==> config.mk <==
export PLATFORM = sky130hd
export DESIGN_NAME = dot_product_argmax_flat
export DESIGN_NICKNAME = d
export VERILOG_FILES = /design/src/rtl/dot_product_argmax_if.sv /design/src/rtl/dot_product_argmax.sv /design/src/flat_wrapper.sv
export SDC_FILE = /design/constraint.sdc
export NUM_CORES = 1
export LEC_CHECK = 0
export CAP_MARGIN = 20
export CORE_MARGIN = 5
export CORE_UTILIZATION = 30
export CTS_CLUSTER_DIAMETER = 100
export CTS_CLUSTER_SIZE = 14
export DETAILED_ROUTE_END_ITERATION = 16
export MAX_ROUTING_LAYER = met4
export PLACE_DENSITY = 0.61
export SYNTH_ARGS = -nofsm -noshare
export SYNTH_HDL_FRONTEND = slang
export SYNTH_SLANG_ARGS = --single-unit
==> constraint.sdc <==
create_clock -name clk -period 4.09 [get_ports clk]
set_input_delay 1.227 -clock clk [delete_from_list [all_inputs] [get_ports clk]]
set_output_delay 1.227 -clock clk [all_outputs]
set_load 0.02 [all_outputs]
==> src/rtl/dot_product_argmax_if.sv <==
// Handshake and result bundle between the sequencer and the argmax stage.
interface dot_product_argmax_if #(
  parameter int DATA_W = 26,
  parameter int IDX_W  = 4
);
  logic              in_valid;
  logic [DATA_W-1:0] in_data;
  logic              in_ready;
  logic              frame_clear;
  logic              out_valid;
  logic [IDX_W-1:0]  out_class;
  logic [DATA_W-1:0] out_score;
  logic [IDX_W-1:0]  count;
  logic              busy;

  modport master (
    output in_valid, in_data, frame_clear,
    input  in_ready, out_valid, out_class, out_score, count, busy
  );

  modport slave (
    input  in_valid, in_data, frame_clear,
    output in_ready, out_valid, out_class, out_score, count, busy
  );
endinterface

==> src/rtl/dot_product_argmax.sv <==
// Running signed maximum over N_CLASSES dot-product results per frame;
// reports winning class index and score with a one-cycle strobe.
module dot_product_argmax #(
  parameter int DATA_W    = 26,
  parameter int N_CLASSES = 10,
  parameter int IDX_W     = 4
) (
  input logic                 clk,
  input logic                 GlobalReset,
  dot_product_argmax_if.slave bus
);

  localparam logic [IDX_W-1:0] LAST_IDX = IDX_W'(N_CLASSES - 1);

  typedef enum logic [0:0] {ACC, DONE} state_t;

  state_t            state, state_nx;
  logic [IDX_W-1:0]  count_r;
  logic [DATA_W-1:0] best, best_nx;
  logic [IDX_W-1:0]  best_idx, best_idx_nx;
  logic [IDX_W-1:0]  out_class_r;
  logic [DATA_W-1:0] out_score_r;
  logic              accept;
  logic              last;
  logic              take;

  always_comb begin
    state_nx    = state;
    accept      = 1'b0;
    last        = (count_r == LAST_IDX);
    // First sample of a frame always seeds; later ones must strictly win so ties keep the lower index.
    take        = (count_r == '0) || ($signed(bus.in_data) > $signed(best));
    best_nx     = best;
    best_idx_nx = best_idx;
    if (take) begin
      best_nx     = bus.in_data;
      best_idx_nx = count_r;
    end
    unique case (state)
      ACC: begin
        if (bus.in_valid && !bus.frame_clear) begin
          accept = 1'b1;
          if (last) state_nx = DONE;
        end
      end
      DONE:    state_nx = ACC;
      default: state_nx = ACC;
    endcase
    if (bus.frame_clear) state_nx = ACC;
  end

  // Results are latched on the final accept edge, so the DONE cycle (and a frame_clear in it) only signals.
  always_ff @(posedge clk or negedge GlobalReset) begin
    if (!GlobalReset) begin
      state       <= ACC;
      count_r     <= '0;
      best        <= '0;
      best_idx    <= '0;
      out_class_r <= '0;
      out_score_r <= '0;
    end else begin
      state <= state_nx;
      if (bus.frame_clear) begin
        count_r <= '0;
      end else if (accept) begin
        best     <= best_nx;
        best_idx <= best_idx_nx;
        if (last) begin
          count_r     <= '0;
          out_class_r <= best_idx_nx;
          out_score_r <= best_nx;
        end else begin
          count_r <= count_r + 1'b1;
        end
      end
    end
  end

  assign bus.in_ready  = (state == ACC);
  assign bus.out_valid = (state == DONE);
  assign bus.out_class = out_class_r;
  assign bus.out_score = out_score_r;
  assign bus.count     = count_r;
  assign bus.busy      = (count_r != '0);

endmodule

==> src/flat_wrapper.sv <==
// flat-port wrapper written by rule: the top's interface ports become plain ports
module dot_product_argmax_flat 
#(
  parameter int DATA_W    = 26,
  parameter int N_CLASSES = 10,
  parameter int IDX_W     = 4
)
  (clk, GlobalReset, bus_in_valid, bus_in_data, bus_frame_clear, bus_in_ready, bus_out_valid, bus_out_class, bus_out_score, bus_count, bus_busy);
  dot_product_argmax_if #(.DATA_W(DATA_W), .IDX_W(IDX_W)) bus_i ();
  input logic clk;
  input logic GlobalReset;
  input wire logic [$bits(bus_i.in_valid)-1:0] bus_in_valid;
  input wire logic [$bits(bus_i.in_data)-1:0] bus_in_data;
  input wire logic [$bits(bus_i.frame_clear)-1:0] bus_frame_clear;
  output wire logic [$bits(bus_i.in_ready)-1:0] bus_in_ready;
  output wire logic [$bits(bus_i.out_valid)-1:0] bus_out_valid;
  output wire logic [$bits(bus_i.out_class)-1:0] bus_out_class;
  output wire logic [$bits(bus_i.out_score)-1:0] bus_out_score;
  output wire logic [$bits(bus_i.count)-1:0] bus_count;
  output wire logic [$bits(bus_i.busy)-1:0] bus_busy;
  assign bus_i.in_valid = bus_in_valid;
  assign bus_i.in_data = bus_in_data;
  assign bus_i.frame_clear = bus_frame_clear;
  assign bus_in_ready = bus_i.in_ready;
  assign bus_out_valid = bus_i.out_valid;
  assign bus_out_class = bus_i.out_class;
  assign bus_out_score = bus_i.out_score;
  assign bus_count = bus_i.count;
  assign bus_busy = bus_i.busy;
  dot_product_argmax #(.DATA_W(DATA_W), .N_CLASSES(N_CLASSES), .IDX_W(IDX_W)) u_core (.clk(clk), .GlobalReset(GlobalReset), .bus(bus_i));
endmodule
==> results.md <==
- Outcome: finished, final reports clean
- Placed instance count: 574
- Critical path type: primary input to flop
- Net Count, Synth: 425
- Number of synthesized flops with an enable pin: 0
- Via Count: 2985
- Die area: between 10000 and 15000 um2
- Final Util: 40.09%
- CP max FO: 16
- Post-synthesis average cell area: about 10 um2
- PwrDens: ~570 nW/um2
- Leak: 2.204 nW
- Commonest non-fill, non-tap cells in the layout: 65 x clkdlybuf4s50_1, 65 x dfrtp_1, 40 x a21oi_1
- Total grt overflow: 0
- Iteration-0 DRC Markers: 141
- Time the worst path needs with I/O delays and setup: 3.613 ns
- MaxCap Viol Count: 0
- Initial antenna violation count: 0
- H-tree depth: 3
- Total Power: 2.725 mW
- Post-DP HPWL: 7065 um
- # port buffers: 66
- Worst-path clk slew: 0.05 ns
- DR pass1 iterations: 4
- Hold Vio Cnt, Final: 0
- Top FF cell, synth: dfrtp_1
- Core Footprint: 12010 um2
- Setup TNS: 0 ns
- Crit. End Element: flop
- Synth Warn #: 0
- Asr flop ratio synth: between 90% and 100%
- Vias/cell: 5.059
- Clk sinks: 65
- Top Ports: 67
- Root buf cell: clkbuf_16
- Distinct cell type count after synthesis: 35
- Global-route wire length before repair: approximately 16000 um
- Worst path buffer plus inverter count: 2
- Hold Path Class: flop to flop
- Max incr delay on CP: 0.52 ns
- Slowest stage cell on the critical path: o2111a_1
- Total wire length: between 9000 and 10000 um
- Worst Skew: around 0.0074 ns
- WL/cell: 16.56 um
- FP Rows: 40
- Routability cong.: 0.7950
- Mapped cell area: 3685 um2
- Slew @ Worst Pin: around 0.63 ns
- Post-CTS Hold Buffers: 0
- Vias in the first global route: 3141
- Post-CTS sizing: 0
- N_diodes: 0
- Layout cell share with drive strength beyond 1: between 10% and 20%
- Chip Height: roughly 120 um
- Fin cells: 590
- Highest Clock Rate: approximately 0.28 GHz
- Nets: 497
- Max Slew Vio Count: 0
- Critical path arrival: 3.87 ns
- CTS buffer count: 9
- ANT nets after route: 0
- Peak VDD IR: 335.1 uV
- RSZ-0062 raised after global routing: no
- Largest net degree at the start of global routing: 31
- DRC viols: 0
- Starting Density: 30.68%
- CP Launch Type: primary input
- Horiz. Die Dim: 120.8 um
- P&R area growth vs syn: 30.70%
- Relative slew slack: 57.83%
- Clk Latency, worst-skew pair: 0.33 ns
- Seq/Total Area, Yosys: 44.14%
- Buffer depth of the longest clock path: 2
- CP top delay family: compound AO/OA/AOI/OAI gates
- Total track usage: 14.39%
- Final period util: 88.34%
- Post-CTS Setup Bufs: 0
- Final setup viols: 0
- WP data required: 4.35 ns
- Flops & latches, synth: 65
- Worst path cell trace: clkdlybuf4s50_1, ha_1, nand4_1, nor3_1, a21oi_1, o2111a_1, buf_4, o21ai_0, a21oi_1
- CTS tree: done
- Cells after Synth: 366
- CP dominant cell by count: a21oi_1
[cells in the mapped netlist (2+ instances only)]
library cell / instances / area share [%]
dfrtp_1: 65 / 44
a21oi_1: 40 / 5.4
nor2_1: 38 / 3.9
o21ai_0: 38 / 5.2
inv_1: 33 / 3.4
a31oi_1: 29 / 4.9
ha_1: 29 / 9.8
mux2_4: 20 / 8.1
nand2_1: 15 / 1.5
clkbuf_1: 13 / 1.3
mux2_2: 8 / 2.4
nand4_1: 6 / 1.0
buf_2: 5 / 0.68
a211oi_1: 2 / 0.41
a22o_1: 2 / 0.48
buf_12: 2 / 1.1
nor3_1: 2 / 0.27
o32ai_1: 2 / 0.48
[final cells by class]
class / instances / area (um2)
clock buffers: 10 / 229.0
clock inverters: 6 / 35.03
fillers: 1203 / 7196
inverters: 34 / 127.6
multi-input cells: 247 / 1821
flip-flops and latches: 65 / 1627
well taps: 147 / 183.9
repair buffers: 81 / 793.3
[cells by family (layout without fill, tap and decap cells)]
family / after synthesis / in the layout / share of synthesized area (%)
buf+inv: 54 / 131 / 6.553
fa+ha+maj: 29 / 29 / 9.847
simple gates: 69 / 69 / 8.727
compound gates: 120 / 120 / 19.90
mux: 28 / 28 / 10.59
xor+xnor: 1 / 1 / 0.2377
flops: 65 / 65 / 44.14
[report_power, final]
group          internal, mW  total [mW]  switching (mW)
clock network         0.405       0.692           0.287
logic                 0.509        1.14           0.634
registers             0.781       0.890           0.109
total                  1.70        2.72            1.03
[sequential cells by signal, indices dropped and copies added (netlist names)]
name                  cells
u_core.bus.out_valid      1
u_core.best              26
u_core.bus.out_score     26
u_core.best_idx           4
u_core.bus.out_class      4
u_core.bus.count          4
[path summary, 6_finish.rpt]
| kind | startpoint | endpoint | slack, ns | depth (start not counted) |
|---|---|---|---|---|
| min | u_core.best_idx[0] | u_core.best_idx[0] | 0.51 | 1 |
| min in group asynchronous | GlobalReset | u_core.best[15] | 0.91 | 1 |
| max in group asynchronous | GlobalReset | u_core.bus.out_score[1] | 2.42 | 2 |
| max | bus_in_data[21] | u_core.bus.out_score[20] | 0.48 | 9 |
| min reg2reg | u_core.best_idx[0] | u_core.best_idx[0] | 0.51 | 1 |
| max reg2reg | u_core.best[7] | u_core.bus.out_score[20] | 1.48 | 9 |
[routing by layer]
metal,global-route usage [%],share of wire [%],up-vias
met2,23.20,48,55
met4,4.603,1.8,0
met1,17.67,47,1462
li1,-,-,1452
met3,3.742,3.6,16
met5,-,0,-
[worst reg2reg max path, cell delays in order, from the launching register on]
cell and delay (ns):
dfrtp_1 0.35, inv_1 0.05, ha_1 0.30, a211oi_1 0.26
nor2_1 0.11, a2111oi_4 0.43, o2111a_1 0.47, buf_4 0.29
o21ai_0 0.13, a21oi_1 0.15
[through the flow]
stage | cell area (um2) | worst slack, ns | hold slack [ns]
6_report | 4816 | 0.4771 | 0.5137
5_1_grt | 4816 | 0.2357 | 0.5233
4_1_cts | 4816 | 0.4496 | 0.5077
3_5_place_dp | 4552 | 0.1284 | 0.4897
3_3_place_gp | 4552 | 0.1474 | 0.4904
2_1_floorplan | 3685 | 0.6871 | 0.4748
Note: power is estimated with default switching activity, not from simulation.
